==> src/rtl/hamming_pkg.sv <==
// Shared constants and types for the serial Hamming (7,4) datapath.
package hamming_pkg;

    localparam int CODE_LEN = 7;
    localparam int POS_W    = 3;

    // Bit position within a codeword frame (1..CODE_LEN; 0 reserved as "none").
    typedef logic [POS_W-1:0] pos_t;

endpackage : hamming_pkg

==> src/rtl/frame_pos_counter.sv <==
// Frame position counter: tracks the 1-based bit position inside a serial
// codeword frame and wraps from FRAME_LEN back to 1.
module frame_pos_counter
    import hamming_pkg::*;
#(
    parameter int FRAME_LEN = CODE_LEN,
    parameter int POS_W     = hamming_pkg::POS_W
) (
    input  logic             clk,
    input  logic             rst_n,
    input  logic             adv,
    output logic [POS_W-1:0] pos,
    output logic             frame_start
);

    localparam logic [POS_W-1:0] POS_FIRST = POS_W'(1);
    localparam logic [POS_W-1:0] POS_LAST  = POS_W'(FRAME_LEN);

    logic [POS_W-1:0] r_pos;

    // Advance once per accepted bit; the last position folds back to 1.
    always_ff @(posedge clk or negedge rst_n) begin
        if (!rst_n) begin
            r_pos <= POS_FIRST;
        end else if (adv) begin
            r_pos <= (r_pos == POS_LAST) ? POS_FIRST : r_pos + POS_W'(1);
        end
    end

    assign pos         = r_pos;
    assign frame_start = (r_pos == POS_FIRST);

endmodule : frame_pos_counter

==> src/rtl/error_inject_serial.sv <==
// Serial single-bit error injector: forwards each accepted codeword bit and
// inverts the one bit per frame whose position equals the selected error
// position. Position 0 (or any value beyond the frame) disables injection.
module error_inject_serial
    import hamming_pkg::*;
#(
    parameter int FRAME_LEN = CODE_LEN,
    parameter int POS_W     = hamming_pkg::POS_W
) (
    input  logic             clk,
    input  logic             rst_n,
    input  logic             d_in,
    input  logic             strobe_in,
    input  logic [POS_W-1:0] error_pos,
    output logic             d_out,
    output logic             strobe_out
);

    logic             r_strobe_q;
    logic [POS_W-1:0] r_err_lat;
    logic             r_d_out;
    logic             r_strobe_out;

    logic             w_accept;
    logic [POS_W-1:0] w_pos;
    logic             w_frame_start;
    logic [POS_W-1:0] w_active_err;
    logic             w_hit;

    // Rising edge of the strobe accepts exactly one bit, however long it is held.
    assign w_accept = strobe_in & ~r_strobe_q;

    frame_pos_counter #(
        .FRAME_LEN (FRAME_LEN),
        .POS_W     (POS_W)
    ) u_pos (
        .clk         (clk),
        .rst_n       (rst_n),
        .adv         (w_accept),
        .pos         (w_pos),
        .frame_start (w_frame_start)
    );

    // The first bit of a frame has no latched value yet, so it compares
    // against the live input; the rest of the frame uses the latch.
    // Since pos never leaves 1..FRAME_LEN, 0 and out-of-range values never hit.
    assign w_active_err = w_frame_start ? error_pos : r_err_lat;
    assign w_hit        = (w_pos == w_active_err);

    // Strobe history for edge detection.
    always_ff @(posedge clk or negedge rst_n) begin
        if (!rst_n) begin
            r_strobe_q <= 1'b0;
        end else begin
            r_strobe_q <= strobe_in;
        end
    end

    // Capture the error position once per frame, on its first accepted bit.
    always_ff @(posedge clk or negedge rst_n) begin
        if (!rst_n) begin
            r_err_lat <= '0;
        end else if (w_accept && w_frame_start) begin
            r_err_lat <= error_pos;
        end
    end

    // Registered output: forward (possibly inverted) bit with a one-clk strobe.
    always_ff @(posedge clk or negedge rst_n) begin
        if (!rst_n) begin
            r_d_out      <= 1'b0;
            r_strobe_out <= 1'b0;
        end else if (w_accept) begin
            r_d_out      <= d_in ^ w_hit;
            r_strobe_out <= 1'b1;
        end else begin
            r_strobe_out <= 1'b0;
        end
    end

    assign d_out      = r_d_out;
    assign strobe_out = r_strobe_out;

endmodule : error_inject_serial

==> config.mk <==
export PLATFORM = sky130hd
export DESIGN_NAME = error_inject_serial
export DESIGN_NICKNAME = d
export VERILOG_FILES = /design/src/rtl/hamming_pkg.sv /design/src/rtl/frame_pos_counter.sv /design/src/rtl/error_inject_serial.sv
export SDC_FILE = /design/constraint.sdc
export NUM_CORES = 1
export LEC_CHECK = 0
export ABC_CLOCK_PERIOD_IN_PS = 1950
export CORE_AREA = 2 2 39 41
export DETAILED_ROUTE_END_ITERATION = 10
export DIE_AREA = 0 0 41 43
export GPL_TIMING_DRIVEN = 0
export PLACE_DENSITY = 0.61
export SYNTH_ARGS = -nofsm -noshare
export SYNTH_HDL_FRONTEND = slang
export SYNTH_SLANG_ARGS = --single-unit
==> constraint.sdc <==
create_clock -name clk -period 1.95 [get_ports clk]
set_input_delay 0.195 -clock clk [delete_from_list [all_inputs] [get_ports clk]]
set_output_delay 0.195 -clock clk [all_outputs]
set_load 0.01 [all_outputs]
==> results of run 1 <==
[synth_stat cells, types with 2 or more instances]
| cell | count | area [sq um] |
|---|---|---|
| nand2_1 | 3 | 11.3 |
| xnor2_1 | 2 | 17.5 |
| mux2_2 | 3 | 33.8 |
| inv_1 | 2 | 7.51 |
| nor2_1 | 4 | 15.0 |
| ha_1 | 3 | 37.5 |
| mux2i_1 | 2 | 20.0 |
| dfrtp_1 | 8 | 200 |
[layout by cell type (no fill, tap or decap), drive strengths merged, types with 2 or more instances in the layout]
master         synthesis  layout
xnor2                  2       2
mux2i                  2       2
mux2                   3       3
inv                    2       2
nor2                   4       4
buf                    0       2
clkdlybuf4s50          0       8
clkbuf                 0       4
nor2b                  2       2
dfrtp                  8       8
ha                     3       3
nand2                  3       3
[state kept, by name (all words and copies together), names as in the netlist]
signal      flops
d_out           1
r_err_lat       3
r_strobe_q      1
strobe_out      1
u_pos.pos       3
[metal layers]
metal	track usage [%]	vias to the layer above	share of wire [%]
li1	-	167	-
met1	13.2	154	45
met2	17.8	9	49
met3	4.71	2	3.5
met4	12.0	0	2.5
met5	0	-	0
[layout make-up]
type | count | area (sq um)
inverters | 2 | 7.51
repair buffers | 10 | 95.1
well taps | 16 | 20.0
clock buffers | 4 | 26.3
flip-flops and latches | 9 | 226
fillers | 144 | 771
multi-input cells | 29 | 238
[logic make-up (layout without fill, tap and decap cells)]
group	after synthesis	in the layout	synth area share (%)
mux	5	5	11.9
simple gates	14	14	16.9
buf+inv	2	16	1.67
flops	9	9	50.3
compound gates	5	5	6.94
xor+xnor	2	2	3.89
fa+ha+maj	3	3	8.33
[path summary, 6_finish.rpt]
kind                                end         start  slack [ps]
max                               d_out  u_pos.pos[0]          70
min                          strobe_out         rst_n         220
max reg2reg                       d_out  u_pos.pos[0]          70
min reg2reg                r_err_lat[0]  r_err_lat[0]         510
max in group asynchronous  u_pos.pos[0]         rst_n        1400
min in group clk             r_strobe_q     strobe_in         400
[per-stage QoR]
stage	area (sq um)	hold WS, ps	instances	setup slack [ps]
after floorplan	450	-101	40	40.2
after global placement	551	491	64	-76.1
after detailed placement	551	499	64	-93.0
after CTS	602	236	69	29.0
after global routing	613	243	70	-2.49
final	613	221	70	68.0
[worst register-to-register path, delay by kind of cell, from the launching register on]
family / cells / cell delay, ps
AOI/OAI and AO/OA: 1 / 140
xor gates and xnor gates: 1 / 110
adders and majority gates: 1 / 140
DFF: 1 / 560
muxes: 1 / 230
and+or+nand+nor: 2 / 630
[what timing repair did]
action | 4_1_cts | 5_1_grt
pin swaps | 0 | 3
gates resized for setup | 3 | 2
setup buffers | 1 | 1
cloned | 0 | 0
endpoints found under the hold margin | 0 | 0
endpoints found under the setup margin | 1 | 1
[report_power, final]
| group | total [mW] | switching, mW | internal, mW | leakage, nW |
|---|---|---|---|---|
| Sequential | 0.320 | 0.0607 | 0.259 | 0.107 |
| Combinational | 0.379 | 0.148 | 0.231 | 0.142 |
| Clock | 0.153 | 0.0735 | 0.0792 | 0.0150 |
==> results_dict.tcl, run 1 <==
set metrics [dict create \
    clockBufferDepth 2 \
    cp-start-kind "flip-flop" \
    synthCells 40 \
    hp-class "in -> async" \
    portBuffers 8 \
    endpoint_kind "flip-flop" \
    viasPerCell 4.74 \
    gp_congestion 0.682 \
    routed_wirelength_um 847 \
    route.detailed.drc 0 \
    synth-seq-area-share_pct 50.3 \
    final_antenna_net_count 0 \
    clk_pin_slew_ps 70 \
    cp_data_arrival_time_ps 2070 \
    synth_warnings 0 \
    syn_nets 50 \
    ys_types 21 \
    synth_flop_cell "dfrtp_1" \
    cp.required_ps 2140 \
    synth-seq-cells 9 \
    die_h_um 43 \
    cts_root_buf "clkbuf_4" \
    crit_type "reg -> reg" \
    crit_family "simple AND/OR/NAND/NOR gates" \
    grt_pass1_wl_um 1410 \
    status "completed" \
    post-route-util_pct 44.3 \
    antenna_found_initial 0 \
    drive_gt1_share_pct 24.1 \
    dieArea_sq_mm 0.00176 \
    fin_nets 65 \
    hold_buffers 0 \
    setup_tns_ps 0 \
    worst_pin_slew_ps 417 \
    r2r_cells 6 \
    rsz0062_at_grt "yes" \
    cp_slowest_cell "dfstp_2" \
    crit_fanout 4 \
    crit_cells 6 \
    path_cells "ha_4, nor2b_4, mux2i_2, xnor2_1, or4_1, a31oi_1" \
    cts.htree.levels 1 \
    setup_violations 0 \
    ioPinCount 9 \
    antenna_cells 0 \
    slowest_delay_ps 560 \
    cts_buffers 3 \
    coreArea_sq_mm 0.00138 \
    power_leakage_nw 0.263 \
    wl_per_cell_um 12.1 \
    grt_max_degree 10 \
    grt_pass1_vias 350 \
    peakVddDrop_uv 563 \
    synth-async-reset-ratio_pct 100 \
    syn_area_sq_um 450 \
    synth_enable_flop_cells 0 \
    area_growth_pct 36.1 \
    dr.pass1.iters 2 \
    cts_tree "built" \
    placementRows 14 \
    grt-ovfl-total 0 \
    drt_first_iter_violations 3 \
    post-route-period-util_pct 96.5 \
    relSlewSlack_pct 72.1 \
    path_buf_inv 0 \
    min_period_ps 1880 \
    pwr_density_cell_mw_per_mm2 1390 \
    power_mw 0.851 \
    grt_usage_pct 12.6 \
    slew_violations 0 \
    numClockSinks 9 \
    initial_core_util_pct 32.5 \
    die_w_um 41 \
    skew_ps 4.83 \
    vias 332 \
    synth.avg_cell_area_sq_um 11.3 \
    hold_violations 0 \
    insertion_delay_ps 270 \
    drv_cap 0 \
    timing.fmax_mhz 531 \
]
(Power assumes the default switching activity.)
==> run 2: changes to the inputs <==
- ABC_CLOCK_PERIOD_IN_PS: 1950 -> 1750
- PLACE_DENSITY: 0.61 -> 0.59
- SLEW_MARGIN: default -> 5
- clock period: 1.95 -> 1.75 ns (I/O delays scaled with it)
==> results_dict.tcl, run 2 (same netlist as run 1, synthesis figures left out) <==
set metrics [dict create \
    dr_wl_met2_um 382 \
    drt-met1-wl_um 378 \
    portBuffers 8 \
    drive_gt1_share_pct 20.8 \
    vias 328 \
    setup_tns_ps -164 \
    hold_violations 0 \
    clk_pin_slew_ps 60 \
    violations "negative setup slack" \
    grt_pass1_vias 306 \
    setup_violations 1 \
    die_w_um 41 \
    wl_per_cell_um 12.0 \
    crit_fanout 4 \
    crit_type "reg -> reg" \
    area_growth_pct 34.4 \
    cts.htree.levels 1 \
    switchingPower_mw 0.309 \
    dieArea_sq_mm 0.00176 \
    insertion_delay_ps 260 \
    die_h_um 43 \
    wl_met3_um 43 \
    mostFrequentLayoutCells "dfrtp_1, clkdlybuf4s50_1, nor2_1" \
    cp.required_ps 1930 \
    skew_ps 3.33 \
    clockBufferDepth 2 \
    antenna_cells 0 \
    swShare_pct 33.9 \
    power_frac_comb_pct 43.0 \
    grt_max_degree 10 \
    hold_buffers 0 \
    cp_slowest_cell "dfstp_2" \
    cts_tree "built" \
    crit_cells 6 \
    cts_buffers 3 \
    drv_cap 0 \
    slowest_delay_ps 550 \
    pwr_density_cell_mw_per_mm2 1510 \
    numClockSinks 9 \
    path_cells "ha_4, nor2b_4, mux2i_2, xnor2_1, or4_1, a31oi_1" \
    slew_violations 0 \
    seqPwrFrac_pct 38.9 \
    initial_core_util_pct 32.5 \
    final_antenna_net_count 0 \
    cts_root_buf "clkbuf_4" \
    drt_first_iter_violations 12 \
    hpwlAfterDp_um 601 \
    power_mw 0.911 \
    routed_wirelength_um 825 \
    path_buf_inv 0 \
    fin_nets 64 \
    p_int_mw 0.603 \
    peakVddDrop_uv 405 \
    status "complete, but fails checks" \
    timing.fmax_mhz 522 \
    worst_pin_slew_ps 414 \
    worst_slack_ps -164 \
    relSlewSlack_pct 72.3 \
    placementRows 14 \
    maxUsedRoutingLayer "met4" \
    min_period_ps 1910 \
    postLayoutCellArea_sq_um 606 \
    dp_worst_setup_slack_ps -233 \
    cp_data_arrival_time_ps 2090 \
    endpoint_kind "flip-flop" \
    route.detailed.drc 0 \
    antenna_found_initial 0 \
    gp_congestion 0.711 \
    dr.pass1.iters 4 \
    r2r_cells 6 \
    power_leakage_nw 0.259 \
    post-route-period-util_pct 109 \
    grt_usage_pct 12.0 \
    hp-class "in -> async" \
    viasPerCell 4.75 \
    grt-ovfl-total 0 \
    coreArea_sq_mm 0.00138 \
    power_frac_clock_pct 18.1 \
    ioPinCount 9 \
    grt_pass1_wl_um 1320 \
    cp-start-kind "flip-flop" \
    dpl_cell_area_sq_um 568 \
    rsz0062_at_grt "yes" \
    crit_family "simple AND/OR/NAND/NOR gates" \
]
==> run 2: path summary, 6_finish.rpt <==
| kind | from | endpoint | slack, ps |
|---|---|---|---|
| max reg2reg | u_pos.pos[0] | d_out | -160 |
| max | u_pos.pos[0] | d_out | -160 |
| min reg2reg | r_err_lat[1] | r_err_lat[1] | 530 |
| min in group clk | strobe_in | r_strobe_q | 390 |
| min | rst_n | strobe_out | 210 |
| max in group asynchronous | rst_n | u_pos.pos[0] | 1220 |
==> run 2: stage by stage <==
step	instances	util (%)	hold slack, ps
2_1_floorplan	40	-	-121
3_3_place_gp	64	41.0	488
3_5_place_dp	64	41.0	504
4_1_cts	69	43.8	223
5_1_grt	69	43.8	242
6_report	69	43.8	209
==> run 2: cell type report <==
| type | instances | area [sq um] |
|---|---|---|
| fillers | 139 | 778 |
| multi-input cells | 29 | 238 |
| flip-flops and latches | 9 | 226 |
| repair buffers | 9 | 87.6 |
| clock buffers | 4 | 26.3 |
| well taps | 16 | 20.0 |
| inverters | 2 | 7.51 |
==> run 2: worst reg2reg max path: cells and delay by family, from the launching register on <==
kind	cells	cell delay (ps)
mux	1	250
flops	1	550
compound gates	1	150
simple gates	2	630
fa+ha+maj	1	140
xor+xnor	1	110
==> run 2: power by group through the flow <==
stage               combinational [mW]  clock [mW]  sequential (mW)
floorplan                        0.280           0            0.352
global placement                 0.359           0            0.360
detailed placement               0.370           0            0.366
CTS                              0.398       0.167            0.357
global route                     0.442       0.176            0.370
finish                           0.392       0.165            0.355
==> run 2: layer usage <==
metal	vias up	track usage, %
met5	-	0
met1	148	15.1
met2	12	15.3
li1	166	-
met3	2	3.14
met4	0	12.0
==> run 2: repair_timing <==
item                                    CTS  global route
endpoints found under the hold margin     0             0
resized for setup                         1             0
cloned                                    0             0
buffers inserted                          1             0
pin swaps                                 0             0
endpoints found under the setup margin    1             1
